### src/rtl/ws2812_rx.sv
// WS2812 single-wire NRZ receiver: classifies each high pulse by width into a bit,
// assembles 24-bit words tagged with their LED index and reports frame ends and protocol errors.
module ws2812_rx #(
   parameter int T_BIT_THRESH = 26,
   parameter int T_MIN_HIGH   = 8,
   parameter int T_MAX_HIGH   = 60,
   parameter int RES_CYC      = 2000,
   parameter int NUM_LEDS     = 64
) (
   input  logic        clk,
   input  logic        rst,
   input  logic        din,
   output logic [23:0] data,
   output logic [5:0]  address,
   output logic        valid,
   output logic        frame_done,
   output logic [6:0]  led_count,
   output logic        err
);

   localparam logic [2:0] S_SYNC = 3'd0;
   localparam logic [2:0] S_IDLE = 3'd1;
   localparam logic [2:0] S_HIGH = 3'd2;
   localparam logic [2:0] S_LOW  = 3'd3;
   localparam logic [2:0] S_ERR  = 3'd4;

   localparam logic [15:0] L_THRESH   = 16'(T_BIT_THRESH);
   localparam logic [15:0] L_MIN_HIGH = 16'(T_MIN_HIGH);
   localparam logic [15:0] L_MAX_HIGH = 16'(T_MAX_HIGH);
   localparam logic [15:0] L_RES      = 16'(RES_CYC);
   localparam logic [6:0]  L_NUM_LEDS = 7'(NUM_LEDS);

   logic        r_din_m;
   logic        r_din_s;
   logic        r_din_d;
   logic [2:0]  r_state;
   logic [15:0] r_cnt;
   logic [4:0]  r_bit;
   logic [6:0]  r_word;
   logic [22:0] r_shift;
   logic [23:0] r_data;
   logic [5:0]  r_addr;
   logic        r_valid;
   logic        r_frame_done;
   logic [6:0]  r_led_count;
   logic        r_err;

   logic        w_rise;
   logic        w_fall;
   logic [15:0] w_cnt_inc;
   logic [6:0]  w_word_inc;
   logic        w_bit_val;

   assign w_rise     = !r_din_d && r_din_s;
   assign w_fall     = r_din_d && !r_din_s;
   assign w_cnt_inc  = (&r_cnt) ? r_cnt : r_cnt + 16'd1;
   assign w_word_inc = (&r_word) ? r_word : r_word + 7'd1;
   assign w_bit_val  = (r_cnt >= L_THRESH);

   // NOTE: sequential state uses non-blocking assignments so every flop samples pre-edge values.
   always_ff @(posedge clk) begin
      if (rst) begin
         r_din_m <= 1'b0;
         r_din_s <= 1'b0;
         r_din_d <= 1'b0;
      end else begin
         r_din_m <= din;
         r_din_s <= r_din_m;
         r_din_d <= r_din_s;
      end
   end

   always_ff @(posedge clk) begin
      if (rst) begin
         r_state      <= S_SYNC;
         r_cnt        <= '0;
         r_bit        <= '0;
         r_word       <= '0;
         // NOTE: the shift register is reset too, so no stale bits survive an aborted frame.
         r_shift      <= '0;
         r_data       <= '0;
         r_addr       <= '0;
         r_valid      <= 1'b0;
         r_frame_done <= 1'b0;
         r_led_count  <= '0;
         r_err        <= 1'b0;
      end else begin
         r_valid      <= 1'b0;
         r_frame_done <= 1'b0;
         r_err        <= 1'b0;
         case (r_state)
            S_SYNC: begin
               if (r_din_s) begin
                  r_cnt <= '0;
               end else if (w_cnt_inc >= L_RES) begin
                  r_cnt   <= '0;
                  r_state <= S_IDLE;
               end else begin
                  r_cnt <= w_cnt_inc;
               end
            end
            S_IDLE: begin
               if (w_rise) begin
                  r_cnt   <= 16'd1;
                  r_state <= S_HIGH;
               end
            end
            S_HIGH: begin
               if (w_fall) begin
                  if (r_cnt < L_MIN_HIGH) begin
                     r_err   <= 1'b1;
                     r_state <= S_ERR;
                  end else begin
                     r_cnt   <= 16'd1;
                     r_state <= S_LOW;
                     if (r_bit == 5'd23) begin
                        // Words past the last LED are dropped; only the first one is flagged.
                        if (r_word < L_NUM_LEDS) begin
                           r_data  <= {w_bit_val, r_shift};
                           r_addr  <= r_word[5:0];
                           r_valid <= 1'b1;
                        end else if (r_word == L_NUM_LEDS) begin
                           r_err <= 1'b1;
                        end
                        r_bit  <= '0;
                        r_word <= w_word_inc;
                     end else begin
                        r_shift[r_bit] <= w_bit_val;
                        r_bit          <= r_bit + 5'd1;
                     end
                  end
               end else if (w_cnt_inc >= L_MAX_HIGH) begin
                  r_err   <= 1'b1;
                  r_state <= S_ERR;
               end else begin
                  r_cnt <= w_cnt_inc;
               end
            end
            S_LOW: begin
               if (w_rise) begin
                  r_cnt   <= 16'd1;
                  r_state <= S_HIGH;
               end else if (w_cnt_inc >= L_RES) begin
                  r_err        <= (r_bit != 5'd0);
                  r_frame_done <= 1'b1;
                  r_led_count  <= r_word;
                  r_word       <= '0;
                  r_bit        <= '0;
                  r_cnt        <= '0;
                  r_state      <= S_IDLE;
               end else begin
                  r_cnt <= w_cnt_inc;
               end
            end
            S_ERR: begin
               r_bit   <= '0;
               r_word  <= '0;
               r_shift <= '0;
               r_cnt   <= '0;
               r_state <= S_SYNC;
            end
            default: begin
               r_cnt   <= '0;
               r_state <= S_SYNC;
            end
         endcase
      end
   end

   assign data       = r_data;
   assign address    = r_addr;
   assign valid      = r_valid;
   assign frame_done = r_frame_done;
   assign led_count  = r_led_count;
   assign err        = r_err;

endmodule
### config.mk
export PLATFORM = sky130hd
export DESIGN_NAME = ws2812_rx
export DESIGN_NICKNAME = d
export VERILOG_FILES = /design/src/rtl/ws2812_rx.sv
export SDC_FILE = /design/constraint.sdc
export NUM_CORES = 1
export LEC_CHECK = 0
export ABC_AREA = 0
export ABC_CLOCK_PERIOD_IN_PS = 5540
export CORE_UTILIZATION = 30
export DETAILED_ROUTE_END_ITERATION = 16
export PLACE_DENSITY = 0.53
export SLEW_MARGIN = 20
export SYNTH_ARGS = -nofsm -noshare
export SYNTH_HDL_FRONTEND = slang
export SYNTH_SLANG_ARGS = --single-unit
export TNS_END_PERCENT = 30
### constraint.sdc
create_clock -name clk -period 5.54 [get_ports clk]
set_clock_uncertainty 0.1 [all_clocks]
set_input_delay 1.108 -clock clk [delete_from_list [all_inputs] [get_ports clk]]
set_output_delay 1.108 -clock clk [all_outputs]
set_load 0.01 [all_outputs]
# [After elaboration in Yosys (flattened, before gate mapping)]
# Cells that the tools add are included.
[classes] n_mux=48 n_reduce_logical=20 n_eq_ne=18 bitwise=6 magnitude_cmp=7 addsub=3
[op_table] cell="$mux W16" n=8
[op_table] cell="$mux W23" n=3
[op_table] cell="$pmux W16 S4" n=1
[op_table] cell="$pmux W23 S2" n=1
[op_table] cell="$mux W7" n=6
[op_table] cell="$mux W5" n=5
[op_table] cell="$bwmux W23" n=1
[op_table] cell="$mux W3" n=7
[op_table] cell="$pmux W7 S3" n=1
[op_table] cell="$ne A2 B2 Y1 const B" n=9
[op_table] cell="$add A16 B1 Y16 const B" n=1
[op_table] cell="$ge A16 B11 Y1 const B" n=1
[op_table] cell="$ge A16 B5 Y1 const B" n=1
[op_table] cell="$ge A16 B6 Y1 const B" n=1
[op_table] cell="$lt A16 B4 Y1 const B" n=1
[op_table] cell="$reduce_and A16 Y1" n=1
[op_table] cell="$pmux W5 S3" n=1
[op_table] cell="$reduce_and A7 Y1" n=2
[op_table] cell="$pmux W3 S4" n=1
[op_table] cell="$mux W1" n=11
[op_table] cell="$reduce_and A5 Y1" n=2
[op_table] cell="$ne A3 B3 Y1 const B" n=3
[op_table] cell="$reduce_and A3 Y1" n=3
[op_table] cell="$add A7 B1 Y7 const B" n=1
[op_table] cell="21 further kinds" n=30
[totals] regBits=97 output_inout_bits=40

# [Depth between registers and ports, before layout]
# Gate-level depths: netlist of run 1.
[depth] word_depth=9 depth_mapped=11 mapped_depth_nobuf=9

# [Least setup slack after synthesis of run 1]
# No wires, ideal clock.
[synth_path] path_type="reg2reg" startpoint="register r_cnt[1]" endpoint="register r_cnt[6]" path_buffers=1 required_time_ns=5.306 synth_period_minus_slack_ns=2.825 t_arrival_ns=2.591 path_slack_ns=2.715 path_stages_with_launch=11 path_cell_list="dfxtp_1 ha_1 nand2_1 nor4_4 mux2i_1 or4_4 or2_1 o211ai_4 and2_1 buf_2 a211oi_1"
[synth_between] elab_chain_cells=6 word_cells_on_any_way=15 classes_between="add/sub: 1; order compare: 3; eq/ne: 2; mux: 7; reduce/logical: 2"
[synth_rtl] element="from (decl)" line="37" source="logic [15:0] r_cnt;"
[synth_rtl] element="from (signal assigned)" line="99" source="r_cnt <= w_cnt_inc;"
[synth_rtl] element="from (signal assigned)" line="136" source="r_cnt <= w_cnt_inc;"
[synth_rtl] element="from (signal assigned)" line="152" source="r_cnt <= w_cnt_inc;"
[synth_rtl] element="$add A16 B1 Y16 or $reduce_and A16 Y1 (tied branches)" line="56" source="assign w_cnt_inc = (&r_cnt) ? r_cnt : r_cnt + 16'd1;"
[synth_rtl] element="$mux W16" line="56"
[synth_rtl] element="$ge A16 B11 Y1" line="95, 143"
[synth_rtl] element="$mux W16" line="95, 143"
[synth_rtl] element="$mux W16, on equally long branches" line="140, 93"
[synth_rtl] element="$pmux W16 S4" line="91" source="case (r_state)"
# Parallel ways exist; a longest one is shown, timed or not. The select of a mux whose other input is x is not followed.
# A chain may end at the register's enable or synchronous reset.

# [Final worst setup path of run 1]
[layout_path] startpoint="register r_cnt[3]" endpoint="register r_led_count[2] (netlist: led_count[2])"
[layout_between] elab_chain_cells=4 word_cells_on_any_way=5 classes_between="add/sub: 1; order compare: 1; mux: 1; reduce/logical: 2"
[layout_rtl] element="$add A16 B1 Y16 or $reduce_and A16 Y1 (tied branches)" line="56"
[layout_rtl] element="$mux W16 *" line="56"
[layout_rtl] element="$ge A16 B11 Y1 *" line="143" source="end else if (w_cnt_inc >= L_RES) begin"
[layout_rtl] element="$reduce_and A3 Y1 (no source line) *"
[layout_rtl] element="to (signal assigned)" line="146" source="r_led_count <= r_word;"
[layout_rtl] element="to (decl)" line="45" source="logic [6:0] r_led_count;"
# Mark *: on every way between the ends. The rest lies on a longest branch, timed or not.

==> results of run 1 <==
## layout by cell type, fill, tap and decap left out, types with 3 or more instances in the layout
cell type | Yosys | routed
nand2_1 | 107 | 107
dfxtp_1 | 97 | 97
a21oi_1 | 59 | 59
nor2_1 | 57 | 57
clkdlybuf4s50_1 | 0 | 41
nor3_1 | 30 | 29
o21ai_0 | 27 | 27
inv_1 | 12 | 12
mux2i_1 | 11 | 11
nand3_1 | 10 | 10
clkbuf_16 | 0 | 9
nor4_1 | 8 | 8
or3_1 | 9 | 8
ha_1 | 8 | 8
nor2b_1 | 7 | 7
and2_1 | 7 | 7
and3_1 | 6 | 6
o31ai_1 | 5 | 5
a211oi_1 | 5 | 5
nand2b_1 | 5 | 5
nand3b_1 | 5 | 5
a31oi_1 | 5 | 5
nand4_1 | 3 | 3
a2bb2oi_1 | 3 | 3
o21a_1 | 3 | 3
a311oi_1 | 3 | 3
a21boi_0 | 3 | 3
o211ai_1 | 3 | 3
a211o_1 | 3 | 3
a221oi_2 | 3 | 3
a32o_1 | 3 | 3
buf_4 | 0 | 3
## power by group through the flow
stage                     logic, uW  clock network [uW]  registers, uW
final                          30.3                 612            703
after global routing           33.4                 658            703
after CTS                      30.2                 624            703
after detailed placement       30.1                   0            719
after global placement         30.3                   0            719
after floorplan                23.4                   0            718
## per-layer routing
layer	GRT usage [%]	vias to the layer above
met1	22.10	1960
met2	23.85	118
li1	-	2090
met5	0	-
met3	3.079	12
met4	6.308	0
## metrics by stage
step,instances,setup slack (ps)
global placement,779,2288
global route,795,1929
floorplan,585,2715
detailed placement,779,2247
finish,795,2188
CTS,795,2228
## flip-flops by register name, summed over array words and instances, names as in the netlist, 3 cells and up
name	cells
data	24
r_shift	23
r_cnt	16
r_bit	5
r_state	3
address	6
led_count	7
r_word	7
## final cells by class
| type | instances | share of cell area (%) |
|---|---|---|
| multi-input combinational | 437 | 45.95 |
| sequential | 97 | 35.59 |
| timing repair buffer | 45 | 8.026 |
| clock buffer | 10 | 4.380 |
| tap | 188 | 4.311 |
| clock inverter | 6 | 0.9172 |
| inverter | 12 | 0.8255 |
## path summary, 6_finish.rpt
| check | start | endpoint | slack [ps] | cells after the start |
|---|---|---|---|---|
| worst min register to register | r_din_m | r_din_s | 340 | 1 |
| worst min-delay path | r_din_m | r_din_s | 340 | 1 |
| worst max-delay path | r_cnt[3] | led_count[2] | 2190 | 8 |
| worst max register to register | r_cnt[3] | led_count[2] | 2190 | 8 |
## cells by family after synthesis
family | Yosys count | synth area share [%]
flip-flops | 97 | 41.83
AO/OA/AOI/OAI | 147 | 21.21
AND/OR/NAND/NOR | 267 | 27.33
buffers and inverters | 51 | 4.286
adder cells (fa/ha/maj) | 8 | 2.156
multiplexers | 12 | 2.615
XOR/XNOR | 3 | 0.5661
==> results.sh, run 1 <==
export IMPL_tightest_slew_ps=915.3
export IMPL_post_route_min_period_ps=3352
export IMPL_finalSetupViolCount=0
export IMPL_grt_max_degree=43
export IMPL_postCtsSetupBuffers=0
export IMPL_maxCapViolations=0
export IMPL_fill_cells=1544
export IMPL_synth_edf_count=0
export IMPL_route_detailed_drc=0
export IMPL_ys_async_sr_fraction_pct=0
export IMPL_num_vias=4180
export IMPL_crit_fanout=10
export IMPL_syn_num_nets=596
export IMPL_p_int_uw=1032
export IMPL_synth_seq_cells=97
export IMPL_wl_met1_mm=6.033
export IMPL_slew_violations=0
export IMPL_syn_area_sq_um=4642
export IMPL_core_sq_um=15150
export IMPL_dr_first_iter_drc_count=250
export IMPL_std_cell_rows=45
export IMPL_p_comb_share_pct=2.3
export IMPL_avgViaCountPerCell=5.258
export IMPL_place_gp_congestion=0.8865
export IMPL_end_kind="flop"
export IMPL_seqCellArea_sq_um=1942
export IMPL_grt_pass1_vias=3870
export IMPL_wl_met3_um=662
export IMPL_peakVddDrop_mv=0.1324
export IMPL_overflow=0
export IMPL_cts_hold_buffers=0
export IMPL_numCtsBuffers=9
export IMPL_synthMostInstantiatedCell="nand2_1"
export IMPL_antenna_found_initial=0
export IMPL_initial_utilization_pct=30.65
export IMPL_drt_antenna_violating_nets=0
export IMPL_fin_tns_setup_ps=0
export IMPL_antenna_cells=0
export IMPL_nets=613
export IMPL_worstHoldPathType="flop to flop"
export IMPL_drive_gt1_share_pct=6.755
export IMPL_crit_arrival_ps=3480
export IMPL_multi_input_area_sq_um=2507
export IMPL_synth_top_area_share_pct=41.83
export IMPL_crit_slowest_cell="dfxtp_1"
export IMPL_synth_common_cells="107 x nand2_1, 97 x dfxtp_1, 59 x a21oi_1, 57 x nor2_1, 32 x clkbuf_1"
export IMPL_netlist_instances=585
export IMPL_numPortBuffers=42
export IMPL_fp_dieW_um=126.4
export IMPL_netSwitchingFraction_pct=23.31
export IMPL_insertion_delay_ps=350
export IMPL_outcome="finished clean"
export IMPL_routed_wl_mm=12.26
export IMPL_synth_area_top_cells="dfxtp_1 42%, nand2_1 8.7%, a21oi_1 6.4%"
export IMPL_grt_pass1_wl_mm=20.13
export IMPL_cts_tree="yes"
export IMPL_drt_first_pass_iters=5
export IMPL_critPathMaxStageDelay_ps=560
export IMPL_fmax_mhz=298.3
export IMPL_rsz0062_at_grt="no"
export IMPL_cts_resized=0
export IMPL_crit_type="flop to flop"
export IMPL_clockBufferDepth=2
export IMPL_final_area_sq_um=5456
export IMPL_synth_avg_cell_area_sq_um=7.935
export IMPL_crit_path_cell_trace="nand3_2, or3_1, or3_1, a32oi_1, a21o_1, and2_1, mux2i_1, nor2_1"
export IMPL_yosysUniqueCellTypes=62
export IMPL_dp_hpwl_mm=8.464
export IMPL_finalHoldViolations=0
export IMPL_die_h_um=126.4
export IMPL_gr_usage_all_layers_pct=15.82
export IMPL_clk_pin_slew_ps=70
export IMPL_fin_total_pwr_uw=1345
export IMPL_ys_warn_count=0
export IMPL_cts_max_level=3
export IMPL_startpoint_type="flop"
export IMPL_ios=43
export IMPL_dieArea_sq_um=15970
export IMPL_clockRootBuffer="clkbuf_16"
export IMPL_path_delay_family="simple AND/OR/NAND/NOR gates"
export IMPL_seqPwrFrac_pct=52.3
export IMPL_p_leak_uw=0.001769
export IMPL_final_util_pct=36.03
export IMPL_placed_area_sq_um=5166
export IMPL_highest_layer="met4"
export IMPL_crit_top_cell="or3_1"
export IMPL_maxSlewHeadroom_pct=38.98
export IMPL_yosys_area_top_type="dfxtp_1"
export IMPL_power_frac_clock_pct=45.5
export IMPL_fin_hold_ws_ps=338.3
export IMPL_cp_required_ps=5660
export IMPL_pwr_density_cell_nw_per_um2=246.6
export IMPL_path_buf_inv=0
export IMPL_synth_ff_type="dfxtp_1"
export IMPL_wl_met2_mm=5.371
export IMPL_syn_to_final_growth_pct=17.55
export IMPL_cts_sinks=97
export IMPL_wire_per_inst_um=15.42
export IMPL_yosysSeqAreaShare_pct=41.83
export IMPL_fin_crit_sh_pct=60.51
export IMPL_p_sw_uw=313.6
No activity file was read; power rests on OpenSTA's default activity.
==> run 2: changes to the inputs <==
ABC_CLOCK_PERIOD_IN_PS = 3500   (was 5540)
clock period = 3.5 ns   (was 5.54 ns; I/O delays follow)
==> run 2 against run 1 <==
  * Cell area grew 1.9%
  * Maximum frequency grew 2.2%
  * Highest routed layer unchanged
  * First-iteration DRC count shrank 3.6%
  * Critical path depth grew 1
  * Worst setup slack lost 2000 ps
  * Cell count grew 0.75%
  * Critical path type unchanged
  * Via count shrank 0.38%
  * Count of clock-buffer cells in the layout is the same
  * Power grew 69%
==> results.sh, run 2 (synthesis gave the netlist of run 1 again) <==
export IMPL_final_util_pct=36.73
export IMPL_largest_reg_flops=24
export IMPL_dp_cells=785
export IMPL_cts_max_level=3
export IMPL_routed_wl_mm=12.49
export IMPL_fmax_mhz=304.8
export IMPL_finalHoldViolations=0
export IMPL_gr_usage_all_layers_pct=16.11
export IMPL_grt_max_degree=41
export IMPL_grt_pass1_vias=3871
export IMPL_initial_utilization_pct=30.65
export IMPL_p_leak_uw=0.001822
export IMPL_std_cell_rows=45
export IMPL_dp_hpwl_mm=8.834
export IMPL_critPathMaxStageDelay_ps=560
export IMPL_maxSlewHeadroom_pct=40.50
export IMPL_antenna_cells=0
export IMPL_path_delay_family="simple AND/OR/NAND/NOR gates"
export IMPL_end_kind="flop"
export IMPL_wire_per_inst_um=15.59
export IMPL_pwr_density_cell_nw_per_um2=408.1
export IMPL_cp_required_ps=3610
export IMPL_antenna_found_initial=0
export IMPL_finalSetupViolCount=0
export IMPL_path_buf_inv=0
export IMPL_clk_pin_slew_ps=70
export IMPL_fin_tns_setup_ps=0
export IMPL_maxCapViolations=0
export IMPL_crit_type="flop to flop"
export IMPL_crit_arrival_ps=3390
export IMPL_drt_antenna_violating_nets=0
export IMPL_fin_crit_sh_pct=93.75
export IMPL_clockRootBuffer="clkbuf_16"
export IMPL_die_h_um=126.4
export IMPL_avgViaCountPerCell=5.199
export IMPL_grt_pass1_wl_mm=20.49
export IMPL_crit_slowest_cell="or4_4"
export IMPL_crit_fanout=8
export IMPL_core_sq_um=15150
export IMPL_num_vias=4164
export IMPL_crit_path_cell_trace="ha_1, nand2_1, nor4_4, mux2i_1, or4_4, or2_1, o211ai_4, and2_1, a211oi_1"
export IMPL_final_common_cell="nand2_1"
export IMPL_nets=619
export IMPL_cts_tree="yes"
export IMPL_peakVddDrop_mv=0.2238
export IMPL_dieArea_sq_um=15970
export IMPL_drt_first_pass_iters=5
export IMPL_fill_cells=1530
export IMPL_insertion_delay_ps=350
export IMPL_pre_cts_ws_ps=174.1
export IMPL_numCtsBuffers=9
export IMPL_place_gp_congestion=0.8846
export IMPL_ios=43
export IMPL_dr_first_iter_drc_count=241
export IMPL_startpoint_type="flop"
export IMPL_route_detailed_drc=0
export IMPL_overflow=0
export IMPL_outcome="finished clean"
export IMPL_cts_sinks=97
export IMPL_slew_violations=0
export IMPL_final_area_sq_um=5563
export IMPL_numPortBuffers=42
export IMPL_tightest_slew_ps=892.5
export IMPL_worstHoldPathType="flop to flop"
export IMPL_layout_common_cells="107 x nand2_1, 97 x dfxtp_1, 59 x a21oi_1"
export IMPL_rsz0062_at_grt="no"
export IMPL_drive_gt1_share_pct=8.157
export IMPL_post_route_min_period_ps=3281
export IMPL_setup_ws_ps=218.7
export IMPL_clockBufferDepth=2
export IMPL_cts_hold_buffers=0
export IMPL_fp_dieW_um=126.4
export IMPL_fin_cells=801
export IMPL_syn_to_final_growth_pct=19.84
export IMPL_placed_area_sq_um=5211
-- run 2: path summary, 6_finish.rpt --
| check | startpoint | endpoint | slack [ps] | cells past startpoint |
|---|---|---|---|---|
| max | r_cnt[1] | r_cnt[6] | 220 | 9 |
| min | r_din_m | r_din_s | 350 | 1 |
| max reg2reg | r_cnt[1] | r_cnt[6] | 220 | 9 |
| min reg2reg | r_din_m | r_din_s | 350 | 1 |
-- run 2: final cells by class --
type / count / area (sq um) / area share (%)
tap: 188 / 235.2 / 4.229
multi-input combinational: 437 / 2521 / 45.32
sequential: 97 / 1942 / 34.91
clock inverter: 6 / 97.59 / 1.754
timing repair buffer: 51 / 483.0 / 8.682
inverter: 12 / 45.04 / 0.8097
clock buffer: 10 / 239.0 / 4.296
-- run 2: timing repair --
| item | 4_1_cts | 5_1_grt |
|---|---|---|
| gates resized for setup | 0 | 3 |
| endpoints found under the setup margin | 0 | 21 |
| hold endpoints to repair | 0 | 0 |
| setup buffers | 0 | 0 |
-- run 2: report_power, final --
group          total [uW]  internal, uW  switching (uW)  leakage (uW)
sequential           1110          1110            5.48      0.000782
clock                1110           657             453      0.000166
combinational        47.9          15.7            32.2      0.000875
total                2270          1780             490       0.00182
-- run 2: routing by layer --
layer | global-route usage, % | wire length [um]
met4 | 5.882 | 155
met3 | 2.699 | 529
met5 | 0 | 0
met1 | 23.35 | 6310
met2 | 23.82 | 5494
-- run 2: through the flow --
stage | total power [uW] | hold slack, ps
after floorplan | 1173 | 313.8
after global placement | 1186 | 337.5
after detailed placement | 1186 | 337.5
after CTS | 2299 | 355.1
after global routing | 2349 | 366.8
final | 2270 | 346.6
